--- config.mk ---
export PLATFORM = sky130hd
export DESIGN_NAME = addr_reg_bank
export DESIGN_NICKNAME = d
export VERILOG_FILES = /design/src/rtl/addr_reg_pkg.sv /design/src/rtl/addr_burst_ctrl.sv /design/src/rtl/addr_reg_bank.sv
export SDC_FILE = /design/constraint.sdc
export NUM_CORES = 1
export LEC_CHECK = 0
export ABC_AREA = 1
export BUFFER_PORTS_ARGS = -buffer_cell sky130_fd_sc_hd__buf_2
export CAP_MARGIN = 20
export CORE_UTILIZATION = 62
export CTS_CLUSTER_SIZE = 8
export DETAILED_ROUTE_END_ITERATION = 7
export GPL_ROUTABILITY_DRIVEN = 0
export HOLD_SLACK_MARGIN = 0.02
export PLACE_DENSITY = 0.89
export SLEW_MARGIN = 20
export SYNTH_ARGS = -nofsm -noshare
export SYNTH_HDL_FRONTEND = slang
export SYNTH_SLANG_ARGS = --single-unit
--- constraint.sdc ---
create_clock -name clock -period 3.2 [get_ports clock]
set_clock_uncertainty 0.2 [all_clocks]
set_input_delay 0.16 -clock clock [delete_from_list [all_inputs] [get_ports clock]]
set_output_delay 0.16 -clock clock [all_outputs]
set_load 0.05 [all_outputs]
--- src/rtl/addr_reg_pkg.sv ---
// addr_reg_pkg: shared mode codes, FSM state encoding and default width for addr_reg_bank.
// Rev 1.0
`default_nettype none

package addr_reg_pkg;

   localparam int ADDR_W_DEF = 16;

   localparam logic [2:0] MODE_PASS    = 3'd0;
   localparam logic [2:0] MODE_READ    = 3'd1;
   localparam logic [2:0] MODE_LOAD    = 3'd2;
   localparam logic [2:0] MODE_POSTINC = 3'd3;
   localparam logic [2:0] MODE_PREDEC  = 3'd4;
   localparam logic [2:0] MODE_BURST   = 3'd5;

   typedef enum logic [0:0] {
      ST_IDLE  = 1'b0,
      ST_BURST = 1'b1
   } state_t;

endpackage

`default_nettype wire

--- src/rtl/addr_burst_ctrl.sv ---
// addr_burst_ctrl: burst FSM with beat counter, latched pointer index and busy/done generation.
// Rev 1.0
`default_nettype none

module addr_burst_ctrl
   import addr_reg_pkg::*;
#(
   parameter int IDX_W = 2,
   parameter int LEN_W = 4
) (
   input  logic             clock,
   input  logic             reset,
   input  logic             start,
   input  logic [IDX_W-1:0] start_idx,
   input  logic [LEN_W-1:0] start_len,
   output logic             op_ready,
   output logic             busy,
   output logic             done,
   output logic [IDX_W-1:0] burst_idx
);

   state_t             state, state_nx;
   logic [LEN_W-1:0]   beats_left, beats_left_nx;
   logic [IDX_W-1:0]   idx_q, idx_nx;
   logic               done_q, done_nx;

   always_ff @(posedge clock) begin
      if (reset) begin
         state      <= ST_IDLE;
         beats_left <= '0;
         idx_q      <= '0;
         done_q     <= 1'b0;
      end else begin
         state      <= state_nx;
         beats_left <= beats_left_nx;
         idx_q      <= idx_nx;
         done_q     <= done_nx;
      end
   end

   always_comb begin
      state_nx      = state;
      beats_left_nx = beats_left;
      idx_nx        = idx_q;
      done_nx       = 1'b0;
      case (state)
         ST_IDLE: begin
            if (start) begin
               state_nx      = ST_BURST;
               beats_left_nx = start_len;
               idx_nx        = start_idx;
            end
         end
         ST_BURST: begin
            beats_left_nx = beats_left - LEN_W'(1);
            // Last beat: done lands in the first IDLE cycle after it.
            if (beats_left == LEN_W'(1)) begin
               state_nx = ST_IDLE;
               done_nx  = 1'b1;
            end
         end
         default: state_nx = ST_IDLE;
      endcase
   end

   assign op_ready  = (state == ST_IDLE);
   assign busy      = (state == ST_BURST);
   assign done      = done_q;
   assign burst_idx = idx_q;

endmodule

`default_nettype wire

--- src/rtl/addr_reg_bank.sv ---
// addr_reg_bank: indexed pointer-register bank driving the memory address port.
// Rev 1.0
`default_nettype none

module addr_reg_bank
   import addr_reg_pkg::*;
#(
   parameter  int ADDR_W   = ADDR_W_DEF,
   parameter  int NUM_REGS = 4,
   parameter  int STEP     = 1,
   parameter  int LEN_W    = 4,
   localparam int IDX_W    = $clog2(NUM_REGS)
) (
   input  logic              clock,
   input  logic              reset,
   input  logic [ADDR_W-1:0] addr_in,
   input  logic [IDX_W-1:0]  reg_idx,
   input  logic [2:0]        mode,
   input  logic              op_valid,
   output logic              op_ready,
   input  logic [LEN_W-1:0]  burst_len,
   output logic [ADDR_W-1:0] addr_out,
   output logic              addr_valid,
   output logic              busy,
   output logic              done
);

   localparam logic [ADDR_W-1:0] STEP_V = ADDR_W'(STEP);

   logic [ADDR_W-1:0] regs [NUM_REGS];
   logic              accept;
   logic              burst_start;
   logic [IDX_W-1:0]  burst_idx;
   logic              wr_en;
   logic [IDX_W-1:0]  wr_idx;
   logic [ADDR_W-1:0] wr_data;

   assign accept      = op_valid && op_ready;
   assign burst_start = accept && (mode == MODE_BURST) && (burst_len != '0);

   addr_burst_ctrl #(
      .IDX_W (IDX_W),
      .LEN_W (LEN_W)
   ) u_burst_ctrl (
      .clock     (clock),
      .reset     (reset),
      .start     (burst_start),
      .start_idx (reg_idx),
      .start_len (burst_len),
      .op_ready  (op_ready),
      .busy      (busy),
      .done      (done),
      .burst_idx (burst_idx)
   );

   always_comb begin
      addr_out   = addr_in;
      addr_valid = 1'b0;
      wr_en      = 1'b0;
      wr_idx     = reg_idx;
      wr_data    = addr_in;
      if (busy) begin
         addr_out   = regs[burst_idx];
         addr_valid = 1'b1;
         wr_en      = 1'b1;
         wr_idx     = burst_idx;
         wr_data    = regs[burst_idx] + STEP_V;
      end else if (accept) begin
         case (mode)
            MODE_READ: begin
               addr_out   = regs[reg_idx];
               addr_valid = 1'b1;
            end
            MODE_LOAD: begin
               addr_valid = 1'b1;
               wr_en      = 1'b1;
            end
            MODE_POSTINC: begin
               addr_out   = regs[reg_idx];
               addr_valid = 1'b1;
               wr_en      = 1'b1;
               wr_data    = regs[reg_idx] + STEP_V;
            end
            MODE_PREDEC: begin
               addr_out   = regs[reg_idx] - STEP_V;
               addr_valid = 1'b1;
               wr_en      = 1'b1;
               wr_data    = regs[reg_idx] - STEP_V;
            end
            MODE_BURST: addr_valid = 1'b0;
            default:    addr_valid = 1'b1;
         endcase
      end
      // Hold the memory port quiet while reset is asserted.
      if (reset) begin
         addr_out   = '0;
         addr_valid = 1'b0;
      end
   end

   always_ff @(posedge clock) begin
      if (reset) begin
         for (int i = 0; i < NUM_REGS; i++) regs[i] <= '0;
      end else if (wr_en) begin
         regs[wr_idx] <= wr_data;
      end
   end

endmodule

`default_nettype wire
==> results of run 1 <==
## logic make-up (layout without fill, tap and decap cells)
kind of cell	count (synthesis)	count (layout)	synth area share, %
AOI/OAI and AO/OA	93	93	9.16
and+or+nand+nor	575	575	43.2
xor gates and xnor gates	12	12	1.71
buffers and inverters	124	174	10.3
DFF	74	74	34.6
adders and majority gates	5	5	1.02
## cell type report
cell class | count | area share [%]
inverter | 83 | 4.88
timing repair buffer | 75 | 6.84
tap | 129 | 2.42
sequential | 74 | 31.9
multi-input combinational | 685 | 50.7
clock buffer | 9 | 1.86
clock inverter | 7 | 1.41
## cell usage in the layout (no fill, tap or decap), types with 3 or more instances in the layout
cell,count
nand3_1,112
o21ai_1,7
edfxtp_1,64
nor3_1,17
xor2_1,11
nand2_4,5
clkbuf_8,9
inv_2,15
nor2_1,107
nand3_2,18
o21ai_0,20
nand4_1,7
or2_2,4
clkinv_2,3
buf_4,24
inv_1,64
nand2_2,16
o31ai_1,10
nor2_2,18
a21oi_1,27
a31oi_1,18
buf_2,47
dfxtp_1,9
nor2_4,4
ha_1,5
dlygate4sd3_1,4
nand2_1,262
## sequential cells by signal, indices dropped and copies added, names as in the netlist, named ones only
name	count
regs	64
u_burst_ctrl.beats_left	4
u_burst_ctrl.burst_idx	2
u_burst_ctrl.busy	1
u_burst_ctrl.done	1
## power breakdown
group	leakage [nW]	switching [mW]	internal, mW
clock	0.105	0.346	0.437
combinational	1.95	0.495	0.186
sequential	0.746	0.0291	1.10
## stage by stage
stage	instances	setup slack, ps	total power, mW
after global routing	1062	258	2.70
final	1062	360	2.59
after detailed placement	1042	517	1.80
after CTS	1062	427	2.57
after global placement	1042	572	1.78
after floorplan	883	22.7	1.63
## worst max path at each step
| stage | depth (start not counted) | to | from |
|---|---|---|---|
| CTS | 11 | addr_out[14] | regs[1][1]$_SDFFCE_PN0P_ |
| detailed placement | 18 | regs[3][14]$_DFFE_PP_ | reg_idx[0] |
| finish | 11 | addr_out[14] | regs[1][1]$_SDFFCE_PN0P_ |
| global route | 11 | addr_out[14] | regs[1][1]$_SDFFCE_PN0P_ |
| global placement | 18 | regs[1][14]$_SDFFCE_PN0P_ | reg_idx[0] |
| floorplan | 4 | addr_out[2] | u_burst_ctrl.busy$_SDFF_PP0_ |
## per-layer routing
metal	wire, um	track usage [%]	up-vias	part of all wire (%)
met1	6930	49.2	2856	37
met4	1070	22.4	0	5.8
li1	-	-	3004	-
met5	0	0	-	0
met2	8110	58.3	470	44
met3	2370	10.0	87	13
## critical path: stages, from the launching register on
cell      delay [ps]
edfxtp_1         420
nand2_1          100
nand3_1           90
nand2_1          160
ha_1             230
nand3_2          140
nor2_2           220
nand3_1          110
nand2_1           70
nand3_1          100
a31oi_1          200
buf_2            300
==> summary.txt, run 1 <==
Status -> finished clean
Post-Syn Area per Cell -> 6.94 sq um
Post-CTS setup buffer count -> 0
Register area share after synthesis -> 34.6%
Count leader, synth -> nand2_1
# DRC -> 0
CTS Buf Count -> 9
Routed len/inst -> 17.4 um
Hold WS -> 71.3 ps
Clock root buffer -> clkbuf_8
Antenna cell count -> 0
Ports -> 48
Hpwl dp -> 13.5 mm
Core Box Area -> 9420 sq um
Initial Utilization -> 65.1%
Slew HR -> 47.1%
Maximum vdd drop -> 0.000307 V
Area after DPL -> 6400 sq um
Die Area -> 10300 sq um
Worst reg2reg setup slack -> 580 ps
Post-route cell area -> 6660 sq um
Post-route ant nets -> 0
Asr flop ratio synth -> 0%
Required time of the critical path -> 2840 ps
Tot GR Track Use -> 38.2%
Layout Nets -> 961
Max Slew Vio Count -> 0
Vias -> 6417
Largest net degree at the start of global routing -> 48
Syn_nets -> 916
DR vias/cell -> 6.04
Multi-input logic area -> 3380 sq um
Final core occ -> 70.8%
Max Buffers Root-to-Sink -> 2
Cell count after synthesis -> 883
TritonCTS clock tree -> built
First-pass GRT wire length -> 29.6 mm
R2r endpoint -> regs[3][4]$_DFFE_PP_
FMAX -> 352 MHz
Endpoint of the worst hold path -> u_burst_ctrl.beats_left[2]$_SDFFE_PP0P_
Period utilization -> 88.7%
Setup violations, final -> 0
Most area-hungry cell type in the Yosys netlist -> edfxtp_1
Unrepaired setup endpoints after global routing -> false
CP Capture Type -> output port
Leak -> 2.81 nW
Fillers -> 774
IO buf count -> 47
Initial antenna violation count -> 0
Worst-path maximum fanout -> 4
Area Overhead vs Synth -> 8.67%
Proportion of layout cells with a drive suffix above 1 -> 19.1%
Synthesized area -> 6130 sq um
Die Height -> 101 um
Synth Warn # -> 0
Cell Pwr Density -> 389 nW/um^2
Hold WC Path Type -> input port to flip-flop
Post-synth EDFFs -> 64
Die X -> 101 um
Top post-synthesis cells by area -> edfxtp_1, nand2_1, nand3_1
Clock-pin transition on the worst setup and hold timing paths -> 90 ps
Final hold violation count -> 0
Final min period -> 2840 ps
Quantity of hold-fixing buffers added after cts -> 4
Hold Path Depth -> 4
Synth top area share -> 31.3%
Yosys reg bits -> 74
Depth of the worst register-to-register path -> 12
Initial DRC Count -> 773
Drt first pass iters -> 6
Routed WL -> 18.5 mm
# rows -> 35
Synth cell count leaders -> nand2_1, nand3_1, nor2_1
Distinct cells, synth -> 44
H-Tree Depth -> 3
Sequential Area -> 2120 sq um
PostCTS Resize Cnt -> 0
Worst skew pair latency -> 350 ps
TNS Setup -> 0 ps
Max_cap viols -> 0
CP arrival -> 2480 ps
Startpoint Class -> flip-flop
Worst-Margin Slew -> 791 ps
Vias in the first global route -> 5852
Remaining global-route overflow -> 0
Hold wc startpoint -> mode[1]
Clock Sinks -> 74
Setup CP Type -> flip-flop to output port
Predominant post-synthesis flop cell -> edfxtp_1
No activity file was read; power rests on OpenSTA's default activity.
==> run 2, diff against run 1 <==
--- a/config.mk
+++ b/config.mk
@@ -14,6 +14,7 @@
 export GPL_ROUTABILITY_DRIVEN = 0
 export HOLD_SLACK_MARGIN = 0.02
 export PLACE_DENSITY = 0.89
+export REMOVE_ABC_BUFFERS = 1
 export SLEW_MARGIN = 20
 export SYNTH_ARGS = -nofsm -noshare
 export SYNTH_HDL_FRONTEND = slang
==> summary.txt, run 2 (synthesized netlist as in run 1, its figures left out) <==
Status -> finished clean
CTS Buf Count -> 9 (unchanged)
Clock Sinks -> 74 (unchanged)
Setup slack at placement -> 456 ps (-60.7 ps)
Worst-path maximum fanout -> 19 (+15)
Startpoint Class -> flip-flop
First-pass GRT wire length -> 30.1 mm (+1.8%)
Initial antenna violation count -> 0 (unchanged)
Initial DRC Count -> 946 (+22%)
Hpwl dp -> 13.6 mm (+1.2%)
Final setup margin -> 269 ps (-91.3 ps)
Routed WL -> 19.3 mm (+4.3%)
H-Tree Depth -> 3 (unchanged)
Worst skew pair latency -> 350 ps (about the same)
Clk pwr share -> 33.4% (+3.2 points)
Antenna cell count -> 0 (unchanged)
Setup CP Type -> flip-flop to output port
Hold WC Path Type -> input port to flip-flop
Combinational share of power -> 25.0% (-1.3 points)
Die Area -> 10300 sq um (unchanged)
Layout Nets -> 959 (-0.21%)
Post-CTS setup buffer count -> 0 (unchanged)
Seq pwr share -> 41.5% (-2.0 points)
PostCTS Resize Cnt -> 0 (unchanged)
Setup violations, final -> 0 (unchanged)
Die X -> 101 um (unchanged)
Leading cell types in the layout, fill and taps excluded -> nand2_1, nand3_1, nor2_1
CP arrival -> 2570 ps (+90 ps)
CP Capture Type -> output port
FMAX -> 341 MHz (-3.1%)
Required time of the critical path -> 2840 ps (about the same)
CP Launch Point -> u_burst_ctrl.busy$_SDFF_PP0_
Sw power -> 0.912 mW (+4.7%)
Leak -> 2.81 nW (about the same)
Non-Filler Instances -> 1060 (-0.19%)
IO buf count -> 47 (unchanged)
Max Buffers Root-to-Sink -> 2 (unchanged)
Sw Ratio -> 33.6% (about the same)
Ports -> 48 (unchanged)
TritonCTS clock tree -> built
Placed Cells incl. Taps -> 1040 (-0.19%)
Clock-pin transition on the worst setup and hold timing paths -> 90 ps (about the same)
Tot GR Track Use -> 39.3% (+1.0 points)
Biggest register -> regs
Max reg flops -> 64 (unchanged)
Max Slew Vio Count -> 0 (unchanged)
Largest net degree at the start of global routing -> 35 (-27%)
Worst reg2reg setup slack -> 440 ps (-140 ps)
Slew HR -> 39.1% (-8.1 points)
Final hold violation count -> 0 (unchanged)
Worst-Margin Slew -> 912 ps (+121 ps)
Vias -> 6542 (+1.9%)
Final core occ -> 70.9% (+0.11 points)
Proportion of layout cells with a drive suffix above 1 -> 18.8% (-0.28 points)
Routed len/inst -> 18.2 um (+4.5%)
Hold WS -> 61.2 ps (-10.1 ps)
Internal power -> 1.80 mW (+4.7%)
Final min period -> 2930 ps (+91.3 ps)
Remaining global-route overflow -> 0 (unchanged)
Unrepaired setup endpoints after global routing -> false
Vias in the first global route -> 5869 (+0.29%)
Area Overhead vs Synth -> 8.84%
Maximum vdd drop -> 0.000404 V (+32%)
DR vias/cell -> 6.17 (+2.1%)
Drt first pass iters -> 6 (unchanged)
# rows -> 35 (unchanged)
Clock root buffer -> clkbuf_8
Period utilization -> 91.6% (+2.9 points)
Hold wc startpoint -> reset
Post-route ant nets -> 0 (unchanged)
Max_cap viols -> 0 (unchanged)
Cell Pwr Density -> 407 nW/um^2 (+4.6%)
Die Height -> 101 um (unchanged)
# DRC -> 0 (unchanged)
Most common cell after layout, fill and taps aside -> nand2_1
Initial Utilization -> 65.1% (unchanged)
Core Box Area -> 9420 sq um (unchanged)
run 2: changes by cell type in the layout (fill, tap and decap cells not counted), sizes merged:
cell,previous run,this run
buf,71,69
bufinv,2,3
clkbuf,9,10
clkinv,4,3
clkinvlp,2,1
run 2: path summary, 6_finish.rpt:
| check | end | cells after the start |
|---|---|---|
| worst max-delay path | addr_out[3] | 9 |
| worst min-delay path | u_burst_ctrl.busy$_SDFF_PP0_ | 3 |
| worst max register to register | regs[2][8]$_SDFFCE_PN0P_ | 12 |
| worst min register to register | u_burst_ctrl.beats_left[1]$_SDFFE_PP0P_ | 2 |
run 2: through the flow:
step	cell area, sq um	power, mW	TNS [ps]
after global placement	6390	1.78	0
after CTS	6670	2.68	0
after global routing	6670	2.80	0
after detailed placement	6390	1.80	0
after floorplan	5830	1.59	-89710
final	6670	2.71	0
run 2: worst max-delay path, cell delays in order (launching register included):
cell and delay [ps]:
dfxtp_2 430, nor2_1 140, buf_4 150, inv_1 100, a21oi_4 460, inv_1 180
a31oi_1 160, o21ai_0 120, a31oi_1 170, buf_2 300
run 2: layout make-up:
type | count | area [sq um]
multi-input cells | 685 | 3380
fillers | 747 | 2740
flip-flops and latches | 74 | 2120
repair buffers | 73 | 440
inverters | 83 | 325
well taps | 129 | 161
clock buffers | 10 | 128
clock inverters | 6 | 115
run 2: power by group through the flow:
stage	clock, mW	combinational, mW	sequential (mW)
finish	0.907	0.679	1.13
global route	0.939	0.729	1.13
floorplan	0	0.444	1.15
detailed placement	0	0.651	1.15
global placement	0	0.639	1.14
CTS	0.898	0.659	1.13
run 2: timing repair:
item / CTS / global route
setup endpoints to repair: 0 / 0
hold buffers: 4 / 0
hold endpoints to repair: 4 / 0
run 2: per-layer routing:
metal	GRT usage [%]	share of wire, %	vias to the layer above
li1	-	-	3006
met1	50.2	36	2905
met2	61.0	44	526
met3	7.18	13	105
met4	26.3	7.2	0
met5	0	0	-
==> run 3, diff against run 2 <==
--- a/config.mk
+++ b/config.mk
@@ -8,12 +8,12 @@
 export ABC_AREA = 1
 export BUFFER_PORTS_ARGS = -buffer_cell sky130_fd_sc_hd__buf_2
 export CAP_MARGIN = 20
-export CORE_UTILIZATION = 62
+export CORE_UTILIZATION = 34
 export CTS_CLUSTER_SIZE = 8
 export DETAILED_ROUTE_END_ITERATION = 7
 export GPL_ROUTABILITY_DRIVEN = 0
 export HOLD_SLACK_MARGIN = 0.02
-export PLACE_DENSITY = 0.89
+export PLACE_DENSITY = 0.57
 export REMOVE_ABC_BUFFERS = 1
 export SLEW_MARGIN = 20
 export SYNTH_ARGS = -nofsm -noshare
==> summary.txt, run 3 (synthesized netlist as in run 1, its figures left out) <==
Status -> finished clean
Seq pwr share -> 39.9% (-1.6 points)
Die Area -> 18600 sq um (+80%)
Clock-pin transition on the worst setup and hold timing paths -> 60 ps (-30 ps)
Required time of the critical path -> 2840 ps (about the same)
Max Slew Vio Count -> 0 (unchanged)
# DRC -> 0 (unchanged)
Clock Sinks -> 74 (unchanged)
CP Capture Type -> output port
Core Box Area -> 17500 sq um (+86%)
Initial antenna violation count -> 0 (unchanged)
Combinational share of power -> 24.4% (-0.6 points)
Worst skew pair latency -> 350 ps (about the same)
TritonCTS clock tree -> built
Setup violations, final -> 0 (unchanged)
Remaining global-route overflow -> 0 (unchanged)
Initial DRC Count -> 610 (-36%)
Max reg flops -> 64 (unchanged)
Slew HR -> 65.5% (+26 points)
# rows -> 48 (+37%)
Total Power -> 2.83 mW (+4.2%)
Antenna cell count -> 0 (unchanged)
Setup CP Type -> flip-flop to output port
Final hold violation count -> 0 (unchanged)
R2r endpoint -> regs[2][13]$_SDFFCE_PN0P_
Max Buffers Root-to-Sink -> 2 (unchanged)
IO buf count -> 47 (unchanged)
Final min period -> 2830 ps (-105 ps)
Drt first pass iters -> 5 (-1)
Largest net degree at the start of global routing -> 50 (+43%)
Routed WL -> 20.6 mm (+7.0%)
Hold WC Path Type -> input port to flip-flop
Maximum vdd drop -> 0.000254 V (-37%)
TNS Setup -> 0 ps (unchanged)
Max_cap viols -> 0 (unchanged)
Hold wc startpoint -> reg_idx[1]
Leak -> 2.85 nW (+1.6%)
Setup slack at placement -> 426 ps (-30.5 ps)
Internal power -> 1.89 mW (+4.8%)
Initial Utilization -> 35.1% (-30 points)
Layout Nets -> 962 (+0.31%)
Worst-path maximum fanout -> 20 (+1)
Crit-path cells -> clkinv_2 > buf_4 > nand2_1 > nand3_1 > nand2_1 > a21oi_1 > o21ai_0 > a31oi_1 > buf_2
Tot GR Track Use -> 23.4% (-16 points)
Final setup margin -> 375 ps (+105 ps)
Sw Ratio -> 33.2% (-0.41 points)
Hold Path Depth -> 3 (unchanged)
Cell Pwr Density -> 411 nW/um^2 (+1.1%)
Clock root buffer -> clkbuf_16
H-Tree Depth -> 3 (unchanged)
Routed len/inst -> 17.8 um (-2.2%)
Proportion of layout cells with a drive suffix above 1 -> 19.1% (+0.26 points)
Worst reg2reg setup slack -> 450 ps (about the same)
Hold WS -> 56.3 ps (-4.88 ps)
Clk pwr share -> 35.7% (+2.3 points)
Biggest register -> regs
Slowest cell on crit path -> dfxtp_1
Worst-Margin Slew -> 517 ps (-395 ps)
Unrepaired setup endpoints after global routing -> false
Leading cell types in the layout, fill and taps excluded -> nand2_1, nand3_1, nor2_1
First-pass GRT wire length -> 32.5 mm (+8.0%)
DR vias/cell -> 5.37 (-13%)
Most common cell after layout, fill and taps aside -> nand2_1
CP arrival -> 2470 ps (-100 ps)
Depth of the worst register-to-register path -> 13 (+1)
Max incr delay on CP -> 410 ps (-50 ps)
Fillers -> 1863 (+150%)
CTS Buf Count -> 9 (unchanged)
Vias in the first global route -> 5901 (+0.55%)
Startpoint Class -> flip-flop
Period utilization -> 88.3% (-3.3 points)
Vias -> 6226 (-4.8%)
Hpwl dp -> 15.4 mm (+13%)
Ports -> 48 (unchanged)
FMAX -> 354 MHz (+3.7%)
Area Overhead vs Synth -> 12.2%
Most frequent CP cell -> nand2_1
Post-route ant nets -> 0 (unchanged)
Die X -> 136 um (+34%)
Die Height -> 136 um (+34%)
Sw power -> 0.938 mW (+2.9%)
run 3: changes by cell type in the layout (fill, tap and decap cells not counted), sizes merged:
cell,delta
bufinv,-2
clkinv,+2
inv,+1
clkbuf,-1
buf,+3
run 3: cell type report:
class / count / area [sq um] / share of cell area, %
sequential: 74 / 2120 / 30.9
clock buffer: 9 / 225 / 3.27
timing repair buffer: 76 / 475 / 6.91
clock inverter: 7 / 68.8 / 1.00
inverter: 83 / 325 / 4.73
tap: 225 / 282 / 4.09
multi-input combinational: 685 / 3380 / 49.1
run 3: how the worst max path moves through the flow:
stage | from | end | slack, ps | cells past startpoint
finish | flip-flop | addr_out[5] | 370 | 9
floorplan | u_burst_ctrl.busy$_SDFF_PP0_ | regs[1][0]$_SDFFCE_PN0P_ | -1040 | 8
global placement | reg_idx[0] | regs[0][14]$_SDFFCE_PN0P_ | 440 | 18
global route | flip-flop | regs[1][5]$_SDFFCE_PN0P_ | 190 | 11
detailed placement | reg_idx[0] | regs[0][14]$_SDFFCE_PN0P_ | 430 | 18
CTS | flip-flop | addr_out[5] | 390 | 9
run 3: power groups by stage:
stage | Combinational, mW | Sequential [mW] | Clock (mW)
finish | 0.689 | 1.13 | 1.01
global route | 0.753 | 1.13 | 1.06
CTS | 0.685 | 1.13 | 1.02
detailed placement | 0.679 | 1.15 | 0
global placement | 0.680 | 1.15 | 0
floorplan | 0.444 | 1.15 | 0
run 3: repair_timing:
action / CTS / global route
gates resized for setup: 0 / 0
hold buffers: 4 / 0
endpoints found under the hold margin: 4 / 0
setup buffers: 0 / 0
run 3: critical path: cells and delay by family (launching register included):
kind            cells  cell delay [ps]
compound gates      3              560
flops               1              410
simple gates        3              310
buf+inv             3              830
run 3: through the flow:
step / util (%) / area, sq um / std cells
3_5_place_dp: 37.4 / 6550 / 1139
3_3_place_gp: 37.4 / 6550 / 1139
5_1_grt: 39.4 / 6880 / 1159
4_1_cts: 39.4 / 6880 / 1159
6_report: 39.4 / 6880 / 1159
2_1_floorplan: - / 5830 / 842
run 3: routing by layer:
layer | wire, um | GRT usage [%] | part of all wire (%) | up-vias
met5 | 0 | 0 | 0 | -
met3 | 1370 | 3.77 | 6.7 | 33
met4 | 499 | 8.33 | 2.4 | 0
li1 | - | - | - | 3006
met2 | 9740 | 38.5 | 47 | 253
met1 | 9010 | 30.8 | 44 | 2934
